## config.mk

```make
export PLATFORM = sky130hd
export DESIGN_NAME = dp_seq_ctrl
export DESIGN_NICKNAME = d
export VERILOG_FILES = /design/src/rtl/dp_pkg.sv /design/src/rtl/dp_seq_cnt.sv /design/src/rtl/dp_seq_ctrl.sv
export SDC_FILE = /design/constraint.sdc
export NUM_CORES = 1
export LEC_CHECK = 0
export CORE_UTILIZATION = 30
export DETAILED_ROUTE_END_ITERATION = 7
export SLEW_MARGIN = 10
export SYNTH_ARGS = -nofsm -noshare
export SYNTH_HDL_FRONTEND = slang
export SYNTH_HIERARCHICAL = 1
export SYNTH_SLANG_ARGS = --single-unit
```

## constraint.sdc

```tcl
create_clock -name clk -period 2.2 [get_ports clk]
set_clock_uncertainty 0.2 [all_clocks]
set_input_delay 0.44 -clock clk [delete_from_list [all_inputs] [get_ports clk]]
set_output_delay 0.44 -clock clk [all_outputs]
set_load 0.02 [all_outputs]
```

## src/rtl/dp_pkg.sv

```systemverilog
// Shared types and constants for the pair-compare sequencing controller.
package dp_pkg;

    localparam int DEPTH_A = 8;
    localparam int DEPTH_B = 4;
    localparam int AW      = 3;
    localparam int BW      = 2;

    typedef enum logic [2:0] {
        IDLE  = 3'd0,
        LOAD  = 3'd1,
        PRIME = 3'd2,
        WRITE = 3'd3,
        DONE  = 3'd4
    } state_e;

    // Controller strobes and status, grouped so one default clears them all.
    typedef struct packed {
        logic load_ready;
        logic wea;
        logic inca;
        logic web;
        logic incb;
        logic busy;
        logic done;
    } ctrl_out_t;

endpackage

```

## src/rtl/dp_seq_cnt.sv

```systemverilog
// Modulo-N up counter with enable; wrap is high on the enabled step from N-1 back to 0.
module dp_seq_cnt #(
    parameter int N = 8,
    parameter int W = $clog2(N)
) (
    input  logic         clk,
    input  logic         rst,
    input  logic         en,
    output logic [W-1:0] count,
    output logic         wrap
);

    localparam logic [W-1:0] LAST = W'(N - 1);

    logic [W-1:0] cnt_q;
    logic [W-1:0] cnt_d;

    // Next count: hold, increment, or return to zero on the final step.
    always_comb begin
        // NOTE: every signal written here gets a value before any branch, so no latch is inferred.
        cnt_d = cnt_q;
        wrap  = en && (cnt_q == LAST);
        if (en) begin
            cnt_d = wrap ? '0 : cnt_q + 1'b1;
        end
    end

    // Count register, cleared together with the datapath counters.
    always_ff @(posedge clk or posedge rst) begin
        // NOTE: non-blocking so every flop samples pre-edge values regardless of block order.
        if (rst) begin
            cnt_q <= '0;
        end else begin
            cnt_q <= cnt_d;
        end
    end

    assign count = cnt_q;

endmodule

```

## src/rtl/dp_seq_ctrl.sv

```systemverilog
// Sequencer for the pair-compare datapath: load DEPTH_A bytes into A, then
// write DEPTH_A/2 add/sub results into B, alternating PRIME and WRITE.
module dp_seq_ctrl
    import dp_pkg::*;
#(
    parameter int DEPTH_A = dp_pkg::DEPTH_A,
    parameter int DEPTH_B = dp_pkg::DEPTH_B
) (
    input  logic clk,
    input  logic rst,
    input  logic start,
    input  logic load_valid,
    output logic load_ready,
    output logic WEA,
    output logic incA,
    output logic WEB,
    output logic incB,
    output logic busy,
    output logic done
);

    localparam int CAW = $clog2(DEPTH_A);
    localparam int CBW = $clog2(DEPTH_B);

    state_e    state_q;
    state_e    state_d;
    ctrl_out_t outs_c;

    logic           load_en;
    logic           load_wrap;
    logic [CAW-1:0] load_cnt;
    logic           pair_en;
    logic           pair_wrap;
    logic [CBW-1:0] pair_cnt;

    assign load_en = (state_q == LOAD) && load_valid;
    assign pair_en = (state_q == WRITE);

    dp_seq_cnt #(.N(DEPTH_A), .W(CAW)) u_load_cnt (
        .clk   (clk),
        .rst   (rst),
        .en    (load_en),
        .count (load_cnt),
        .wrap  (load_wrap)
    );

    dp_seq_cnt #(.N(DEPTH_B), .W(CBW)) u_pair_cnt (
        .clk   (clk),
        .rst   (rst),
        .en    (pair_en),
        .count (pair_cnt),
        .wrap  (pair_wrap)
    );

    // Next-state: the last accepted byte ends LOAD, the last pair write ends the compute phase.
    always_comb begin
        state_d = state_q;
        unique case (state_q)
            IDLE:    if (start) state_d = LOAD;
            LOAD:    if (load_wrap) state_d = PRIME;
            PRIME:   state_d = WRITE;
            WRITE:   state_d = pair_wrap ? DONE : PRIME;
            DONE:    state_d = IDLE;
            default: state_d = IDLE;
        endcase
    end

    // State register.
    always_ff @(posedge clk or posedge rst) begin
        if (rst) begin
            state_q <= IDLE;
        end else begin
            state_q <= state_d;
        end
    end

    // Strobes decoded from state; only LOAD looks at load_valid, nothing looks at start.
    always_comb begin
        outs_c = '0;
        unique case (state_q)
            IDLE: ;
            LOAD: begin
                outs_c.load_ready = 1'b1;
                outs_c.wea        = load_valid;
                outs_c.inca       = load_valid;
                outs_c.busy       = 1'b1;
            end
            PRIME: begin
                outs_c.inca = 1'b1;
                outs_c.busy = 1'b1;
            end
            WRITE: begin
                outs_c.inca = 1'b1;
                outs_c.web  = 1'b1;
                outs_c.incb = 1'b1;
                outs_c.busy = 1'b1;
            end
            DONE: begin
                outs_c.done = 1'b1;
                outs_c.busy = 1'b1;
            end
            default: ;
        endcase
    end

    assign load_ready = outs_c.load_ready;
    assign WEA        = outs_c.wea;
    assign incA       = outs_c.inca;
    assign WEB        = outs_c.web;
    assign incB       = outs_c.incb;
    assign busy       = outs_c.busy;
    assign done       = outs_c.done;

    // Both counters wrap back to zero by the end of a run, so IDLE always sees them cleared.
    a_counts_zero_in_idle: assert property (
        @(posedge clk) disable iff (rst)
        (state_q == IDLE) |-> (load_cnt == '0 && pair_cnt == '0)
    );

endmodule

```

==> summary.txt <==
Floorplanning
  • Top-level I/O count: 11
  • Initial core utilization: 0.333
  • Width of the die: 40.7 µm
  • Die footprint: 1660 µm²
  • Die span in y: 40.7 µm
  • Row count: 13
  • Core region area: 1350 µm²

Timing
  • Clock period minus final worst setup slack: 2.04 ns
  • Final-report setup violation count: 0
  • Final max-slew violation count: 0
  • RSZ-0062 raised after global routing: false
  • Worst relative slew slack: 0.849
  • Share of the cycle needed by the critical path after routing: 0.929
  • Post-route worst hold slack: 0.209 ns
  • Slew at the pin closest to its max-slew limit: 0.226 ns
  • Max Freq: 489 MHz
  • PnR worst setup slack: 0.156 ns
  • Final hold violations: 0
  • Setup TNS: 0 ns

Cells and area
  • Utilization of the core after routing: 0.437
  • Final instance area: 589 µm²
  • Fraction of layout instances using a drive strength above 1: 0.236
  • Final non-filler cell total: 70
  • Fill count: 142
  • Number of nets in the layout: 64
  • Area growth from synthesis to layout: 31.2%
  • Inserted Diodes: 0

GRT
  • Grt ovf: 0
  • Layer with the highest usage after global routing: met2
  • M1 GR Usage: 0.128
  • M3 GR Usage: 0.0326
  • Global-route total usage across every layer: 0.101
  • Met2 track demand over resource: 0.143
  • Via count of the first global-routing pass: 273
  • First-pass GRT wire length: 1060 µm
  • Initial antenna violation count: 0
  • Maximum number of pins on one net before global-route repair: 9

Logic synthesis
  • Largest cells by area after synthesis: sky130_fd_sc_hd__dfrtp_1 45%, sky130_fd_sc_hd__ha_1 8.4%, sky130_fd_sc_hd__mux2_2 5.0%, sky130_fd_sc_hd__and2_1 4.2%, sky130_fd_sc_hd__inv_1 4.2%
  • Async set-or-reset flop fraction in the synthesized netlist: 1.00
  • Post-Synthesis Mean Instance Area: 11.0 µm²
  • Total nets after synthesis: 48
  • Top-area cell type share of the netlist area: 0.446
  • Most used flip-flop cell after synthesis: sky130_fd_sc_hd__dfrtp_1
  • Number of synthesized flops with an enable pin: 0
  • Post-Syn Area: 449 µm²
  • Seq cells post-synth: 8
  • Most common library cells after synthesis: 8 x sky130_fd_sc_hd__dfrtp_1, 5 x sky130_fd_sc_hd__inv_1
  • Yosys Warn Count: 6
  • Proportion of synthesized chip area in sequential cells: 0.446
  • Number of different library cells in the post-synthesis netlist: 20
  • Number of standard cells after synthesis: 41
  • Synth area leader: sky130_fd_sc_hd__dfrtp_1
  • Count leader, synth: sky130_fd_sc_hd__dfrtp_1

Drt
  • Post-DR vias/cell: 4.40
  • DRT Wirelength: 637 µm
  • Detailed-router iteration count before antenna repair: 2
  • Routed length per placed instance: 9.10 µm
  • Total vias in the final route: 308
  • DRC viols: 0
  • Remaining antenna violation count after routing: 0
  • Number of violations reported at the end of detailed-routing iteration 0: 3

Critical path
  • Critical path launch point type: flop
  • Maximum net fanout on the critical path: 8
  • Crit path launch: state_q[1]
  • Critical path class: reg2out
  • CP Data Required Time: 1.56 ns
  • Type of destination of the critical path: primary output
  • Worst Path Arrival: 1.40 ns
  • Launching point of the worst reg2reg path: state_q[0]

Placement
  • Area after DPL: 576 µm²
  • Worst slack at placement: -0.0984 ns
  • HPWL Detailed: 514 µm
  • Final weighted congestion in routability-driven placement: 0.614
  • Port Buffers: 10
  • Cell Count Post-Placement: 67

Run status
  • Status: completed

CTS
  • Depth of the CTS H-tree: 1
  • Clock Path Buffers: 2
  • TritonCTS clock tree: done
  • Cell at the root of the clock tree: sky130_fd_sc_hd__clkbuf_4
  • Clock Latency Late Sink: 0.24 ns
  • Count of clock tree sinks: 8
  • Buffer count from post-CTS setup fixing: 0
  • Total CTS buffers: 3
  • Clock-pin slew on the worst setup and hold paths: 0.05 ns

Min path
  • Min-delay worst type: in2async

Power and ir drop
  • Sum of internal, switching and leakage power: 0.761 mW
  • Leakage power: 0.305 nW
  • Worst VDD drop: 0.581 mV
  • Power density cells: 1290 nW/µm²

Job
  • Number of maximum-capacitance constraint violations: 0
==> state kept, by name (all words and copies together) (netlist names) <==
name              cells
u_load_cnt/count      3
state_q               3
u_pair_cnt/count      2
==> cell usage in the layout, fill, tap and decap left out <==
master	instances
sky130_fd_sc_hd__dfrtp_1	8
sky130_fd_sc_hd__o22ai_1	1
sky130_fd_sc_hd__nand2b_1	1
sky130_fd_sc_hd__nor3b_2	1
sky130_fd_sc_hd__ha_1	3
sky130_fd_sc_hd__a21oi_1	3
sky130_fd_sc_hd__and2_1	3
sky130_fd_sc_hd__mux2_2	2
sky130_fd_sc_hd__dlygate4sd2_1	7
sky130_fd_sc_hd__clkbuf_4	3
sky130_fd_sc_hd__and3b_2	1
sky130_fd_sc_hd__nand3b_1	1
sky130_fd_sc_hd__inv_1	5
sky130_fd_sc_hd__nor2_1	3
sky130_fd_sc_hd__mux2_4	1
sky130_fd_sc_hd__mux2i_1	1
sky130_fd_sc_hd__or3b_1	1
sky130_fd_sc_hd__buf_4	2
sky130_fd_sc_hd__xnor2_1	1
sky130_fd_sc_hd__o21bai_1	1
sky130_fd_sc_hd__a21bo_2	1
sky130_fd_sc_hd__and2_2	2
sky130_fd_sc_hd__clkdlybuf4s50_1	3
==> report_power, final <==
group          switching (mW)  internal (mW)  total [mW]
Clock                  0.0419         0.0619       0.104
Sequential             0.0567          0.213       0.269
Combinational           0.183          0.205       0.388
Total                   0.281          0.480       0.761
==> metal layers <==
layer | wire length, µm | part of all wire
met1 | 315 | 0.49
met2 | 280 | 0.44
met3 | 41 | 0.064
met4 | 0 | 0
met5 | 0 | 0
==> worst paths after layout <==
kind,depth (start not counted),end,slack (ns)
min reg2reg,1,u_load_cnt/count[0],0.28
min,2,u_pair_cnt/count[1],0.21
max in group asynchronous,2,state_q[2],1.45
max reg2reg,6,state_q[0],0.32
max,3,WEA,0.16
min in group clk,1,u_load_cnt/count[0],0.28
==> cell type report <==
type	instances	area, µm²	area share
multi-input combinational	27	223	0.378
clock buffer	3	22.5	0.0382
inverter	5	18.8	0.0318
tap	15	18.8	0.0318
timing repair buffer	12	106	0.180
sequential	8	200	0.340
==> worst max-delay path: stages, from the launching register on <==
cell and delay [ns]:
sky130_fd_sc_hd__dfrtp_1 0.45, sky130_fd_sc_hd__nor3b_2 0.22, sky130_fd_sc_hd__and2_1 0.16, sky130_fd_sc_hd__dlygate4sd2_1 0.33
==> timing repair <==
item                       in CTS  in global routing
resized for setup               7                  0
hold buffers                    0                  0
setup endpoints to repair       7                  0
==> kinds of logic after synthesis <==
logic type / count (synthesis) / synth area share
AND/OR/NAND/NOR: 13 / 0.201
flip-flops: 8 / 0.446
AO/OA/AOI/OAI: 6 / 0.0864
buffers and inverters: 6 / 0.0585
multiplexers: 4 / 0.106
adder cells (fa/ha/maj): 3 / 0.0836
XOR/XNOR: 1 / 0.0195
No activity file was read; power rests on OpenSTA's default activity.
==> RTL change 1: new RTL, same flow settings <==
Make the reset (`rst`) synchronous in 2 clocked blocks.
--- a/src/rtl/dp_seq_cnt.sv
+++ b/src/rtl/dp_seq_cnt.sv
@@ -26,7 +26,7 @@
     end
 
     // Count register, cleared together with the datapath counters.
-    always_ff @(posedge clk or posedge rst) begin
+    always_ff @(posedge clk) begin
         // NOTE: non-blocking so every flop samples pre-edge values regardless of block order.
         if (rst) begin
             cnt_q <= '0;
--- a/src/rtl/dp_seq_ctrl.sv
+++ b/src/rtl/dp_seq_ctrl.sv
@@ -66,7 +66,7 @@
     end
 
     // State register.
-    always_ff @(posedge clk or posedge rst) begin
+    always_ff @(posedge clk) begin
         if (rst) begin
             state_q <= IDLE;
         end else begin
Check against the original RTL: differs if rst is asserted again (counterexample within 4 cycles, from zero or initial values and one cycle with rst high); with rst held inactive, the same outputs for 10 cycles.
==> RTL change 1 against the original RTL <==
- wire length up 16%
- final cell count grew 7.1%
- cell area down 0.64%
- utilization rose by 0.25 points
- sequential share of layout area is 6.4 points lower
- critical path type is now in2out
- global-route usage rose by 2.5 points
- synthesized area down 0.84%
- count of clock-buffer cells in the layout stayed put
- sequential cell count stayed put
- first-iteration DRC count shrank 100%
- worst setup slack worse by 0.026 ns
- worst hold slack gained 0.061 ns
Power is not compared: it rests on default switching activity, and its combinational part moved more than twofold at a synthesized area within 25%.
==> RTL change 1: results <==
outcome:
  status: "finished, final reports clean"
finish:
  final_cells: 75
  drive_gt1_share_pct: 20.0
  diodes: 0
  layout.nets: 69
power:
  vdd_ir_drop_max_mv: 0.375
  p_leak_nw: 0.293
  sw_frac_of_total_pct: 22.8
setup_path:
  reg2reg_slack_ns: 0.60
  ff2ff_path_depth: 5
  critical_path.top_delay_family: "buffers and inverters"
  rr_endpoint: "state_q[0]$_SDFFE_PP0P_"
  critPathArrivalTime_ns: 1.43
  cpMaxStageDelayCell: "clkdlybuf4s50_1"
  crit_fanout: 2
  timing.rr.start: "u_load_cnt/count[0]$_SDFFE_PP0P_"
  max_stage_delay_ns: 0.48
placed_design:
  placed_cells: 72
  place.gp.congestion: 0.621
  place_area_um2: 556
  dpl.hpwl_um: 566
  io_buffers: 10
  pre_cts_ws_ns: -0.312
clock_network:
  numCtsBuffers: 3
  insertion_delay_ns: 0.25
  clock_path_buffers: 2
  root_buffer: "clkbuf_4"
yosys:
  yosys_warnings: 6
  async_flop_share_pct: 0
  synthTopCellsByCount: "dfxtp_1 (8), nor2_1 (6)"
  synth_nets: 55
  syn_inst: 48
  synth.area.top_cells: "dfxtp_1 (36%), ha_1 (8.4%), or3b_1 (5.9%)"
  synth.distinct_cells: 23
  ys_seq_area_share_pct: 36.0
drt:
  routed_wl_um: 737
  via_per_inst: 4.75
  detail_route.first_pass.iterations: 1
  dr_wl_met2_um: 332
  wl_met1_um: 345
  highest_layer: "met3"
  drt_iter0_drc: 0
  wl_met3_um: 58
worst_hold_path:
  min_path_type: "reg2reg"
  hold_depth: 2
  min_to: "u_load_cnt/count[2]$_SDFFE_PP0P_"
  hold_start: "u_load_cnt/count[2]$_SDFFE_PP0P_"
global_route:
  first_global_vias: 305
  antenna_found_initial: 0
  grt_pass1_wl_um: 1280
  grt_max_degree: 11
  track_usage_pct: 12.6
sta:
  whs_ns: 0.271
  slew_headroom_pct: 83.5
[RTL change 1: cell types whose count changed after synthesis, sizes merged, moves of 3 or more]
cell   delta
mux2      -3
dfxtp     +8
dfrtp     -8
inv       -5
nor2      +3
[RTL change 1: cells by family (layout without fill, tap and decap cells)]
group	Yosys count	after routing	synth area share [%]
XOR/XNOR	1	1	1.97
buffers and inverters	4	16	7.02
multiplexers	2	2	4.49
AO/OA/AOI/OAI	8	8	12.1
AND/OR/NAND/NOR	22	22	30.1
adder cells (fa/ha/maj)	3	3	8.43
flip-flops	8	8	36.0
[RTL change 1: per-layer routing]
metal  track usage (%)  up-vias
met4              5.00        0
met2              17.9       10
met5                 0        -
met3              8.33        0
met1              14.9      153
li1                  -      193
[RTL change 1: repair_timing]
action | in CTS | in global routing
gates cloned | 0 | 0
endpoints found under the setup margin | 7 | 3
resized for setup | 9 | 3
setup buffers | 0 | 0
[RTL change 1: how the worst max path moves through the flow]
stage,start,end,slack [ns],cells after the start
2_1_floorplan,load_valid,u_load_cnt/count[0]$_SDFFE_PP0P_,0.19,4
3_3_place_gp,load_valid,WEA,-0.34,4
3_5_place_dp,load_valid,WEA,-0.31,4
4_1_cts,state_q[1]$_SDFFE_PP0P_,incB,0.01,3
5_1_grt,load_valid,WEA,0.05,4
6_report,load_valid,WEA,0.13,4
[RTL change 1: power groups by stage]
stage	Combinational [W]	Clock, W	Sequential, W
after global routing	0.0000460	0.000120	0.000152
final	0.0000413	0.000108	0.000151
after CTS	0.0000420	0.000116	0.000151
after global placement	0.0000444	0	0.000154
after detailed placement	0.0000450	0	0.000154
after floorplan	0.0000254	0	0.000152
[RTL change 1: cell type report]
class	instances	area [µm²]
clock buffers	3	22.5
fillers	144	748
multi-input cells	36	259
flip-flops and latches	8	161
well taps	15	18.8
repair buffers	13	124
==> RTL change 2: new RTL, same settings <==
Without the edit above. `DEPTH_B`: 4 -> 8.
--- a/src/rtl/dp_pkg.sv
+++ b/src/rtl/dp_pkg.sv
@@ -2,7 +2,7 @@
 package dp_pkg;
 
     localparam int DEPTH_A = 8;
-    localparam int DEPTH_B = 4;
+    localparam int DEPTH_B = 8;
     localparam int AW      = 3;
     localparam int BW      = 2;
 
Formal check against the unedited RTL: same outputs for any inputs over 10 cycles, from zero or initial values and one cycle with rst high; that may be too few to reach the edited logic, so the function may still have changed.
==> RTL change 2 against the original RTL <==
- count of clock-buffer cells in the layout rose by 1
- sequential power rose by 14%
- total power rose by 17%
- wire length rose by 22%
- sequential share of layout area rose by 0.65 points
- synthesized area rose by 13%
- worst hold slack got worse by 0.0033 ns
- sequential cell count rose by 1
- critical path type unchanged
- worst setup slack got worse by 0.0062 ns
- synthesized cell count rose by 12%
- cell area rose by 10%
==> RTL change 2: results <==
yosys:
  synth-adder-area-share_pct: 9.90
  ys_seq_area_share_pct: 44.6
  synth_nets: 54
  synthTopCellsByCount: "dfrtp_1 (9), inv_1 (7), ha_1 (4)"
  synth.area.top_cells: "dfrtp_1 (45%), ha_1 (9.9%), mux2_4 (5.9%)"
  synth_compound_area_share_pct: 8.91
  synth_xor_area_share_pct: 1.73
  synth.distinct_cells: 19
  synth_top_area_share_pct: 44.6
  synthMuxAreaShare_pct: 9.90
finish:
  num-fill-cells: 158
  layout.nets: 70
  drive_gt1_share_pct: 19.7
global_route:
  grt_pass1_wl_um: 1420
  first_global_vias: 356
  met2_usage_pct: 14.5
  track_usage_pct: 10.7
  use_met3_pct: 2.55
  use_met1_pct: 13.9
  grt_max_degree: 9
placed_design:
  dpl.hpwl_um: 585
  pre_cts_ws_ns: -0.0980
  place.gp.congestion: 0.668
  io_buffers: 10
drt:
  via_per_inst: 4.53
  post_drt_wl_per_cell_um: 10.1
  detail_route.first_pass.iterations: 3
clock_network:
  clock_path_buffers: 2
  post_cts_buffers: 0
  insertion_delay_ns: 0.26
sta:
  slew_headroom_pct: 86.1
power:
  p_leak_nw: 0.336
  vdd_ir_drop_max_mv: 0.533
setup_path:
  critPathArrivalTime_ns: 1.41
outcome:
  status: "finished, final reports clean"
==> RTL change 2: critical path: stages, from the launching register on <==
cell           delay [ns]
dfrtp_1              0.45
nor3b_2              0.21
and2_1               0.16
dlygate4sd2_1        0.33
==> RTL change 2: path summary, 6_finish.rpt <==
check	startpoint	slack (ns)	end	cells past startpoint
max	state_q[0]$_DFFE_PP0P_	0.15	WEA	3
min	rst	0.21	state_q[0]$_DFFE_PP0P_	2
max reg2reg	state_q[0]$_DFFE_PP0P_	0.29	state_q[0]$_DFFE_PP0P_	6
min reg2reg	u_pair_cnt/count[0]$_DFFE_PP0P_	0.28	u_pair_cnt/count[0]$_DFFE_PP0P_	1
max in group asynchronous	rst	1.45	u_pair_cnt/count[1]$_DFFE_PP0P_	2
min in group clk	u_pair_cnt/count[0]$_DFFE_PP0P_	0.28	u_pair_cnt/count[0]$_DFFE_PP0P_	1
==> RTL change 2: layer usage <==
metal  vias to the layer above  wire, µm  part of all wire (%)
met3                         2        42                   5.4
met2                        12       299                    39
met4                         0        14                   1.8
met5                         -         0                     0
li1                        188         -                     -
met1                       147       418                    54
==> RTL change 2: cells by family (layout without fill, tap and decap cells) <==
group	after synthesis	after routing
buf+inv	8	23
flops	9	9
fa+ha+maj	4	4
mux	4	4
xor+xnor	1	1
compound gates	7	7
simple gates	13	13
==> RTL change 2: per-stage QoR <==
stage	hold slack, ns	power (W)	area, µm²	util, %	instances
final	0.206	0.000889	651	42.2	77
after global routing	0.235	0.000971	651	42.2	77
after CTS	0.206	0.000903	651	42.2	77
after detailed placement	0.275	0.000810	633	41.1	73
after global placement	0.274	0.000803	633	41.1	73
after floorplan	-0.00636	0.000653	505	-	46
==> RTL change 2: power by group <==
| part | leakage, nW | internal (W) | switching, W | total (W) |
|---|---|---|---|---|
| logic | 0.211 | 0.000237 | 0.000217 | 0.000454 |
| clock network | 0.0150 | 0.0000698 | 0.0000568 | 0.000127 |
| registers | 0.110 | 0.000243 | 0.0000658 | 0.000308 |
==> RTL change 2: cell type report <==
| type | count | area [µm²] | share of cell area (%) |
|---|---|---|---|
| Multi-Input combinational cell | 29 | 246 | 37.9 |
| Sequential cell | 9 | 225 | 34.6 |
| Timing Repair Buffer | 12 | 106 | 16.3 |
| Clock buffer | 4 | 26.3 | 4.04 |
| Inverter | 7 | 26.3 | 4.04 |
| Tap cell | 16 | 20.0 | 3.08 |
